===== config.mk =====
export PLATFORM = sky130hd
export DESIGN_NAME = fifo_loop_ctrl
export DESIGN_NICKNAME = d
export VERILOG_FILES = /design/src/rtl/fifo_loop_pkg.sv /design/src/rtl/fifo_loop_chk.sv /design/src/rtl/fifo_loop_ctrl.sv
export SDC_FILE = /design/constraint.sdc
export NUM_CORES = 1
export LEC_CHECK = 0
export CAP_MARGIN = 20
export CORE_ASPECT_RATIO = 1.4
export CORE_MARGIN = 2
export CORE_UTILIZATION = 25
export CTS_BUF_LIST = sky130_fd_sc_hd__clkbuf_8
export CTS_CLUSTER_DIAMETER = 150
export DETAILED_ROUTE_END_ITERATION = 10
export SYNTH_ARGS = -nofsm -noshare
export SYNTH_HDL_FRONTEND = slang
export SYNTH_SLANG_ARGS = --single-unit

===== constraint.sdc =====
create_clock -name sys_clk -period 4.2 [get_ports sys_clk]
set_clock_uncertainty 0.2 [all_clocks]
set_input_delay 0.63 -clock sys_clk [delete_from_list [all_inputs] [get_ports sys_clk]]
set_output_delay 0.63 -clock sys_clk [all_outputs]
set_load 0.02 [all_outputs]

===== src/rtl/fifo_loop_pkg.sv =====
// Shared state encoding, widths and helpers for the FIFO fill/drain loop sequencer.
package fifo_loop_pkg;

  localparam int unsigned DATA_W = 8;
  localparam int unsigned CNT_W  = 16;
  localparam int unsigned ERR_W  = 8;

  typedef enum logic [2:0] {
    IDLE   = 3'd0,
    WRITE  = 3'd1,
    SETTLE = 3'd2,
    READ   = 3'd3,
    DONE   = 3'd4
  } state_e;

  function automatic logic [CNT_W-1:0] sat_inc_cnt(input logic [CNT_W-1:0] v);
    return (v == '1) ? v : v + CNT_W'(1);
  endfunction

endpackage


===== src/rtl/fifo_loop_chk.sv =====
// Read-data checker: read-latency delay pipe, expected-pattern counter and saturating error count.
// Only built when FIFO_LOOP_CHK_EN is defined; the controller then instantiates it.
`ifdef FIFO_LOOP_CHK_EN
module fifo_loop_chk
  import fifo_loop_pkg::*;
#(
  parameter int unsigned RD_LATENCY = 1
) (
  input  logic              clk,
  input  logic              rst,
  input  logic              seed_ld_i,
  input  logic [DATA_W-1:0] seed_i,
  input  logic              rd_acc_i,
  input  logic              flush_i,
  input  logic [DATA_W-1:0] rd_data_i,
  output logic              pend_c,
  output logic [ERR_W-1:0]  err_cnt_o
);

  localparam int unsigned PIPE_W = RD_LATENCY * DATA_W;

  logic [RD_LATENCY-1:0]             vld_q, vld_d;
  logic [RD_LATENCY-1:0][DATA_W-1:0] exp_pipe_q, exp_pipe_d;
  logic [DATA_W-1:0]                 exp_q, exp_d;
  logic [ERR_W-1:0]                  err_q, err_d;
  logic                              strobe_c;

  assign strobe_c  = vld_q[RD_LATENCY-1] & ~flush_i;
  assign pend_c    = |vld_q;
  assign err_cnt_o = err_q;

  // Expected byte travels down the pipe beside its strobe, so it advances per accepted read.
  always_comb begin
    vld_d      = RD_LATENCY'({vld_q, rd_acc_i});
    exp_pipe_d = PIPE_W'({exp_pipe_q, exp_q});
    exp_d      = exp_q;
    err_d      = err_q;
    if (rd_acc_i) exp_d = exp_q + DATA_W'(1);
    if (seed_ld_i) exp_d = seed_i;
    if (flush_i) vld_d = '0;
    if (strobe_c && (rd_data_i != exp_pipe_q[RD_LATENCY-1]) && (err_q != '1)) begin
      err_d = err_q + ERR_W'(1);
    end
  end

  always_ff @(posedge clk or posedge rst) begin
    if (rst) begin
      vld_q      <= '0;
      exp_pipe_q <= '0;
      exp_q      <= '0;
      err_q      <= '0;
    end else begin
      vld_q      <= vld_d;
      exp_pipe_q <= exp_pipe_d;
      exp_q      <= exp_d;
      err_q      <= err_d;
    end
  end

endmodule
`endif


===== src/rtl/fifo_loop_ctrl.sv =====
// Fill/drain loop sequencer driving both ports of an 8-bit FIFO with an incrementing byte pattern.
// Define FIFO_LOOP_CHK_EN to build in read-data checking (err_cnt); otherwise err_cnt is 0.
module fifo_loop_ctrl
  import fifo_loop_pkg::*;
#(
  parameter int unsigned BURST_LEN  = 256,
  parameter int unsigned SETTLE_CYC = 8,
  parameter int unsigned RD_LATENCY = 1,
  parameter int unsigned LOOP_MAX   = 0
) (
  input  logic              sys_clk,
  input  logic              sys_rst,
  input  logic              start,
  input  logic              rst_busy,
  input  logic              full,
  input  logic              empty,
  output logic              fifo_wr_en,
  output logic [DATA_W-1:0] fifo_wr_data,
  output logic              fifo_rd_en,
  input  logic [DATA_W-1:0] fifo_rd_data,
  output logic              busy,
  output logic              done,
  output logic [CNT_W-1:0]  loop_cnt,
  output logic [ERR_W-1:0]  err_cnt
);

  localparam int unsigned WC_W = $clog2(BURST_LEN + 1);
  localparam int unsigned ST_W = $clog2(SETTLE_CYC + 1);

  state_e            state_q, state_d;
  logic [WC_W-1:0]   wr_cnt_q, wr_cnt_d, wr_cnt_nx;
  logic [DATA_W-1:0] wr_data_q, wr_data_d;
  logic [ST_W-1:0]   st_cnt_q, st_cnt_d;
  logic [CNT_W-1:0]  loop_q, loop_d;
  logic              wr_en_q, wr_en_d;
  logic              rd_en_q, rd_en_d;
  logic              busy_q, busy_d;
  logic              done_q, done_d;
  logic              halt_q, halt_d;
  logic              wr_acc_c, rd_acc_c, pend_c, seed_ld_c, flush_c, go_wr;

  assign wr_acc_c  = wr_en_q & ~full;
  assign rd_acc_c  = rd_en_q & ~empty;
  assign wr_cnt_nx = wr_cnt_q + WC_W'(wr_acc_c);

  // halt_q blocks an immediate restart from IDLE after LOOP_MAX loops until start drops.
  always_comb begin
    state_d   = state_q;
    wr_cnt_d  = wr_cnt_q;
    wr_data_d = wr_data_q;
    st_cnt_d  = st_cnt_q;
    loop_d    = loop_q;
    wr_en_d   = 1'b0;
    rd_en_d   = 1'b0;
    done_d    = 1'b0;
    halt_d    = halt_q & start;
    seed_ld_c = 1'b0;
    flush_c   = 1'b0;
    go_wr     = 1'b0;

    if ((state_q != IDLE) && rst_busy) begin
      state_d = IDLE;
      flush_c = 1'b1;
    end else begin
      unique case (state_q)
        IDLE: go_wr = start & ~rst_busy & ~halt_q;
        WRITE: begin
          if (wr_acc_c) begin
            wr_cnt_d  = wr_cnt_nx;
            wr_data_d = wr_data_q + DATA_W'(1);
          end
          if ((wr_cnt_nx == WC_W'(BURST_LEN)) || full) begin
            state_d  = SETTLE;
            st_cnt_d = '0;
          end else begin
            wr_en_d = 1'b1;
          end
        end
        SETTLE: begin
          if (st_cnt_q == ST_W'(SETTLE_CYC - 1)) begin
            state_d = READ;
            rd_en_d = ~empty;
          end else begin
            st_cnt_d = st_cnt_q + ST_W'(1);
          end
        end
        READ: begin
          rd_en_d = ~empty;
          if (empty && !pend_c) begin
            state_d = DONE;
            rd_en_d = 1'b0;
            done_d  = 1'b1;
            loop_d  = sat_inc_cnt(loop_q);
          end
        end
        DONE: begin
          if (start && ((LOOP_MAX == 0) || (loop_q < CNT_W'(LOOP_MAX)))) begin
            go_wr = 1'b1;
          end else begin
            state_d = IDLE;
            halt_d  = start;
          end
        end
        default: state_d = IDLE;
      endcase
    end

    if (go_wr) begin
      state_d   = WRITE;
      wr_cnt_d  = '0;
      wr_en_d   = ~full;
      seed_ld_c = 1'b1;
    end

    busy_d = (state_d != IDLE) && (state_d != DONE);
  end

  always_ff @(posedge sys_clk or posedge sys_rst) begin
    if (sys_rst) begin
      state_q   <= IDLE;
      wr_cnt_q  <= '0;
      wr_data_q <= '0;
      st_cnt_q  <= '0;
      loop_q    <= '0;
      wr_en_q   <= 1'b0;
      rd_en_q   <= 1'b0;
      busy_q    <= 1'b0;
      done_q    <= 1'b0;
      halt_q    <= 1'b0;
    end else begin
      state_q   <= state_d;
      wr_cnt_q  <= wr_cnt_d;
      wr_data_q <= wr_data_d;
      st_cnt_q  <= st_cnt_d;
      loop_q    <= loop_d;
      wr_en_q   <= wr_en_d;
      rd_en_q   <= rd_en_d;
      busy_q    <= busy_d;
      done_q    <= done_d;
      halt_q    <= halt_d;
    end
  end

  assign fifo_wr_en   = wr_en_q;
  assign fifo_wr_data = wr_data_q;
  assign fifo_rd_en   = rd_en_q;
  assign busy         = busy_q;
  assign done         = done_q;
  assign loop_cnt     = loop_q;

`ifdef FIFO_LOOP_CHK_EN
  fifo_loop_chk #(
    .RD_LATENCY(RD_LATENCY)
  ) u_chk (
    .clk       (sys_clk),
    .rst       (sys_rst),
    .seed_ld_i (seed_ld_c),
    .seed_i    (wr_data_q),
    .rd_acc_i  (rd_acc_c),
    .flush_i   (flush_c),
    .rd_data_i (fifo_rd_data),
    .pend_c    (pend_c),
    .err_cnt_o (err_cnt)
  );
`else
  // READ must still wait out in-flight reads even without data checking.
  logic [RD_LATENCY-1:0] vld_q;
  logic                  unused_nochk;

  always_ff @(posedge sys_clk or posedge sys_rst) begin
    if (sys_rst) begin
      vld_q <= '0;
    end else begin
      vld_q <= flush_c ? '0 : RD_LATENCY'({vld_q, rd_acc_c});
    end
  end

  assign pend_c       = |vld_q;
  assign err_cnt      = '0;
  assign unused_nochk = ^{fifo_rd_data, seed_ld_c};
`endif

endmodule


==> run summary, run 1 <==
share of layout cells above drive strength 1: 9.96%
FF/Latch Area: 1150 sq um
Starting Density: 25.5%
Clock transition at path regs: 0.09 ns
nets@finish: 279
distinct cell type count after synthesis: 48
Num CTS Buffers: 5
Mapped Area: 2390 sq um
Final HPWL DP: 3320 um
most common cell after layout, fill and taps aside: dfrtp_1
Tmin final: 3.25 ns
antenna-violating nets left: 0
Layout area overhead: 21.1%
Total GRT Usage: 9.32%
simple-gate area share of the yosys netlist: 21.5%
Worst Tran Pin Value: 0.570 ns
Post-CTS Setup Bufs: 0
global-route wire length before repair: 7950 um
Max FO, Critical Path: 7
RSZ-0062 raised after global routing: false
largest family of logic cells by synthesized area: simple AND/OR/NAND/NOR gates
final hold violations: 0
Clock Path Buffers: 2
initial antenna violation count: 0
Post-DP Area: 2800 sq um
CP most frequent cell: ha_1
Initial DRC Count: 71
most frequent cells in the layout: dfrtp_1, clkdlybuf4s50_1, xnor2_1, nor2_1, nand2_1
detailed-route DRC error count: 0
WL/cell: 12.3 um
Primary FF master, synth: dfrtp_1
number of synthesized flops with an enable pin: 0
GRT Residual Overflow: 0
Clock Latency Late Sink: 0.29 ns
Rel. slew slack: 62.0%
hold buffer count at CTS: 0
root buffer cell: clkbuf_8
P per Cell Area: 366 nW/um^2
number of global-route vias before repair: 1681
num rows: 42
Die H: 120 um
Seq/Total Area, Yosys: 48.2%
Ports: 50
Max Freq: 307 MHz
via count: 1711
worst-path cell chain: clkdlybuf4s50_1 > nor2b_1 > ha_1 > ha_1 > xor2_1 > or3_1 > nor3_2 > a211oi_2 > o41a_1 > or2_1
n_diodes: 0
status: complete, no violations
Avg Inst Size Synth: 10.5 sq um
core outline area: 9350 sq um
largest net degree at the start of global routing: 47
H-tree Lvls: 2
Async SR Flop Fraction: 100%
Post-Layout Cell Count: 371
routability congestion estimate: 0.760
Max VDD drop: 0.277 mV
Data required, critical path: 4.18 ns
flops & latches, synth: 46
die area: 10400 sq um
Max stage delay on crit path: 0.55 ns
IO buf count: 33
Post-Synth Adder-Cell Area: 2.62%
mux contribution to synthesized area: 2.25%
post-synthesis xor/xnor area fraction: 12.1%
average vias per placed instance: 4.61
chip width: 86.6 um
cell count after synthesis: 227
post-route cell area: 2890 sq um
multi-input logic area: 1140 sq um
First-pass DRT Iterations: 6
Pins Over Slew Limit: 0
Layout fillers: 962
Hold Crit Class: reg2reg
total negative slack for setup checks: 0 ns
Leak: 1.25 nW
Inst Count DP: 363
Synth warnings: 0
Synth Area in Compound Gates: 8.07%
Max-Cap Viols: 0
CP Class: in2reg
CP max stage cell: clkdlybuf4s50_1
CTS tree: yes
post-CTS sizing: 0
Clock Sinks: 46
Critical Path AT: 3.23 ns
crit end category: register
Final setup viols: 0
Routed WL: 4560 um
Final period util: 77.5%
CP startpoint kind: primary input
-- state kept, by name, indices dropped and copies added (netlist names), 3 cells and up --
signal	count
fifo_wr_data	8
loop_cnt	16
st_cnt_q	4
state_q	3
wr_cnt_q	9
-- Yosys cell counts, types with 3 or more instances --
cell,number,area (sq um)
dfrtp_1,46,1150
nand4_1,11,68.8
ha_1,5,62.6
nand2_1,15,56.3
o21ai_0,6,30.0
and3_1,7,43.8
xor2_1,11,96.3
nor3_2,3,30.0
inv_1,5,18.8
nand2b_1,3,18.8
buf_2,5,25.0
or3_1,3,18.8
xnor2_1,22,193
buf_4,9,67.6
mux2_2,3,33.8
nand3_1,9,45.0
nor2_1,16,60.1
nor2b_1,3,18.8
o31ai_1,3,22.5
a21oi_1,4,20.0
-- logic make-up after synthesis --
logic type	Yosys count
AO/OA/AOI/OAI	27
other	1
AND/OR/NAND/NOR	88
XOR/XNOR	33
flip-flops	46
adder cells (fa/ha/maj)	5
multiplexers	5
buffers and inverters	22
-- critical path, delay by kind of cell --
family                     cells  cell delay, ns
AOI/OAI and AO/OA              2            0.57
xor gates and xnor gates       1            0.17
buffers and inverters          1            0.55
and+or+nand+nor                4            0.86
adders and majority gates      2            0.45
-- metrics by stage --
stage | total power, mW | setup slack [ns] | utilization [%] | hold slack (ns)
after floorplan | 0.702 | 1.40 | - | 0.257
after global routing | 1.12 | 0.755 | 30.9 | 0.305
after CTS | 1.08 | 0.915 | 30.9 | 0.288
after global placement | 0.785 | 0.625 | 29.9 | 0.269
after detailed placement | 0.788 | 0.604 | 29.9 | 0.272
final | 1.06 | 0.946 | 30.9 | 0.279
-- area by class of cell --
| type | count | area share [%] |
|---|---|---|
| well taps | 110 | 4.76 |
| repair buffers | 35 | 11.9 |
| clock buffers | 6 | 2.85 |
| clock inverters | 2 | 0.433 |
| inverters | 6 | 0.779 |
| multi-input cells | 166 | 39.4 |
| flip-flops and latches | 46 | 39.8 |
-- path summary, 6_finish.rpt --
kind	startpoint	endpoint	slack, ns	cells past startpoint
min in group asynchronous	sys_rst	loop_cnt[13]	0.57	3
max in group asynchronous	sys_rst	wr_cnt_q[5]	2.83	3
max reg2reg	fifo_wr_en	busy	1.37	9
max	full	busy	0.95	10
min	fifo_wr_data[7]	fifo_wr_data[7]	0.28	1
min reg2reg	fifo_wr_data[7]	fifo_wr_data[7]	0.28	1
-- metal layers --
| metal | track usage [%] | wire length, um |
|---|---|---|
| met5 | 0 | 0 |
| met4 | 2.54 | 59 |
| met3 | 2.06 | 161 |
| met2 | 15.7 | 2300 |
| met1 | 11.9 | 2040 |
-- power breakdown --
group	switching [mW]	total [mW]	internal (mW)
Combinational	0.130	0.248	0.118
Clock	0.148	0.280	0.132
Sequential	0.0470	0.530	0.483
Total	0.325	1.06	0.734
(Power assumes the default switching activity.)
==> run 2: changes to the inputs <==
- clock period: 4.2 -> 3.2 ns (I/O delays scaled with it)
==> run 2 against run 1 <==
Effect of this change:
- non-clock buffer count up 6
- critical path type unchanged
- largest cell class unchanged
- first-iteration DRC count up 15%
- largest power group unchanged
- via count up 1.6%
- power up 30%
- utilization up 0.39 points
- highest routed layer unchanged
- flip-flop and latch count unchanged
- final area up 1.3%
==> run summary, run 2 (synthesis gave the netlist of run 1 again) <==
post-route cell area: 2930 sq um
Max VDD drop: 0.279 mV
global-route wire length before repair: 8200 um
WL/cell: 12.4 um
Clock Sinks: 46
Final period util: 91.3%
final hold violations: 0
Total GRT Usage: 9.56%
routability congestion estimate: 0.759
worst-path cell chain: clkdlybuf4s50_1 > nor2b_1 > ha_1 > ha_1 > xor2_1 > or3_1 > nor3_2 > a211oi_2 > o41a_1 > or2_1
CP Class: in2reg
total power: 1.37 mW
H-tree Lvls: 2
num rows: 42
most common cell after layout, fill and taps aside: dfrtp_1
Initial DRC Count: 82
Worst Tran Pin Value: 0.587 ns
r2r startpoint: fifo_wr_en
average vias per placed instance: 4.61
max FFs per register: 16
root buffer cell: clkbuf_8
R2R depth: 9
First-pass DRT Iterations: 4
Hold Crit Class: reg2reg
final worst slack: 0.279 ns
Final HPWL DP: 3410 um
GRT Residual Overflow: 0
CTS tree: yes
number of global-route vias before repair: 1773
RSZ-0062 raised after global routing: false
HP Start: fifo_wr_data[7]
Max-Cap Viols: 0
nets@finish: 285
Hold Path End: fifo_wr_data[7]
P per Cell Area: 469 nW/um^2
detailed-route DRC error count: 0
Final setup viols: 0
Num CTS Buffers: 5
Tmin final: 2.92 ns
Clock transition at path regs: 0.09 ns
chip width: 86.6 um
dpl ws: -0.0337 ns
Die H: 120 um
CP most frequent cell: ha_1
Post-DP Area: 2840 sq um
crit end category: register
largest net degree at the start of global routing: 47
Routed WL: 4670 um
post-CTS sizing: 0
most frequent cells in the layout: dfrtp_1, clkdlybuf4s50_1, xnor2_1, nor2_1, nand2_1
via count: 1739
Post-CTS Setup Bufs: 0
Max Freq: 342 MHz
Critical Path AT: 2.91 ns
Worst path top cell family by delay: simple AND/OR/NAND/NOR gates
n_diodes: 0
Clock Latency Late Sink: 0.29 ns
Critical Path Start: full
die area: 10400 sq um
hold buffer count at CTS: 0
Ports: 50
IO buf count: 33
Pins Over Slew Limit: 0
Layout area overhead: 22.6%
Rel. slew slack: 60.8%
antenna-violating nets left: 0
share of layout cells above drive strength 1: 11.6%
Clock Path Buffers: 2
critical path buffer and inverter count: 1
Data required, critical path: 3.19 ns
Max FO, Critical Path: 3
CP max stage cell: clkdlybuf4s50_1
setup slack, reg-to-reg: 0.48 ns
Hold Crit Depth: 1
initial antenna violation count: 0
core outline area: 9350 sq um
Starting Density: 25.5%
r2r endpoint: busy
status: complete, no violations
CP startpoint kind: primary input
Leak: 1.28 nW
Max stage delay on crit path: 0.48 ns
run 2: cell count changes in the layout (fill, tap and decap cells not counted):
cell,change
inv_1,+1
clkbuf_8,-1
clkinv_4,+1
clkinvlp_4,-1
buf_4,+6
run 2: worst max path at each step:
| stage | end | slack [ns] | cells past startpoint |
|---|---|---|---|
| after floorplan | busy | 0.47 | 9 |
| after global placement | busy | -0.008 | 10 |
| after detailed placement | busy | -0.03 | 10 |
| after CTS | busy | 0.27 | 10 |
| after global routing | busy | 0.12 | 10 |
| final | busy | 0.28 | 10 |
run 2: cell type report:
class                      instances  area, sq um
clock buffer                       5         68.8
clock inverter                     3         17.5
fill                             988         6420
inverter                           6         22.5
multi-input combinational        166         1140
sequential                        46         1150
tap                              110          138
timing repair buffer              41          390
run 2: routing by layer:
layer / up-vias / wire (um) / global-route usage, %
met4: 0 / 31 / 2.64
li1: 856 / - / -
met1: 848 / 2060 / 11.3
met5: - / 0 / 0
met3: 4 / 166 / 2.48
met2: 31 / 2420 / 16.9
run 2: per-stage QoR:
step / hold slack, ns / TNS (ns) / std cells / util [%]
finish: 0.274 / 0 / 377 / 31.3
CTS: 0.288 / 0 / 377 / 31.3
global route: 0.315 / 0 / 377 / 31.3
detailed placement: 0.275 / -0.0460 / 369 / 30.4
global placement: 0.270 / -0.00792 / 369 / 30.4
floorplan: 0.257 / 0 / 234 / -
run 2: where the power goes:
| part | switching, mW | internal (mW) |
|---|---|---|
| clock network | 0.196 | 0.151 |
| registers | 0.0623 | 0.634 |
| logic | 0.170 | 0.160 |
| total | 0.429 | 0.945 |
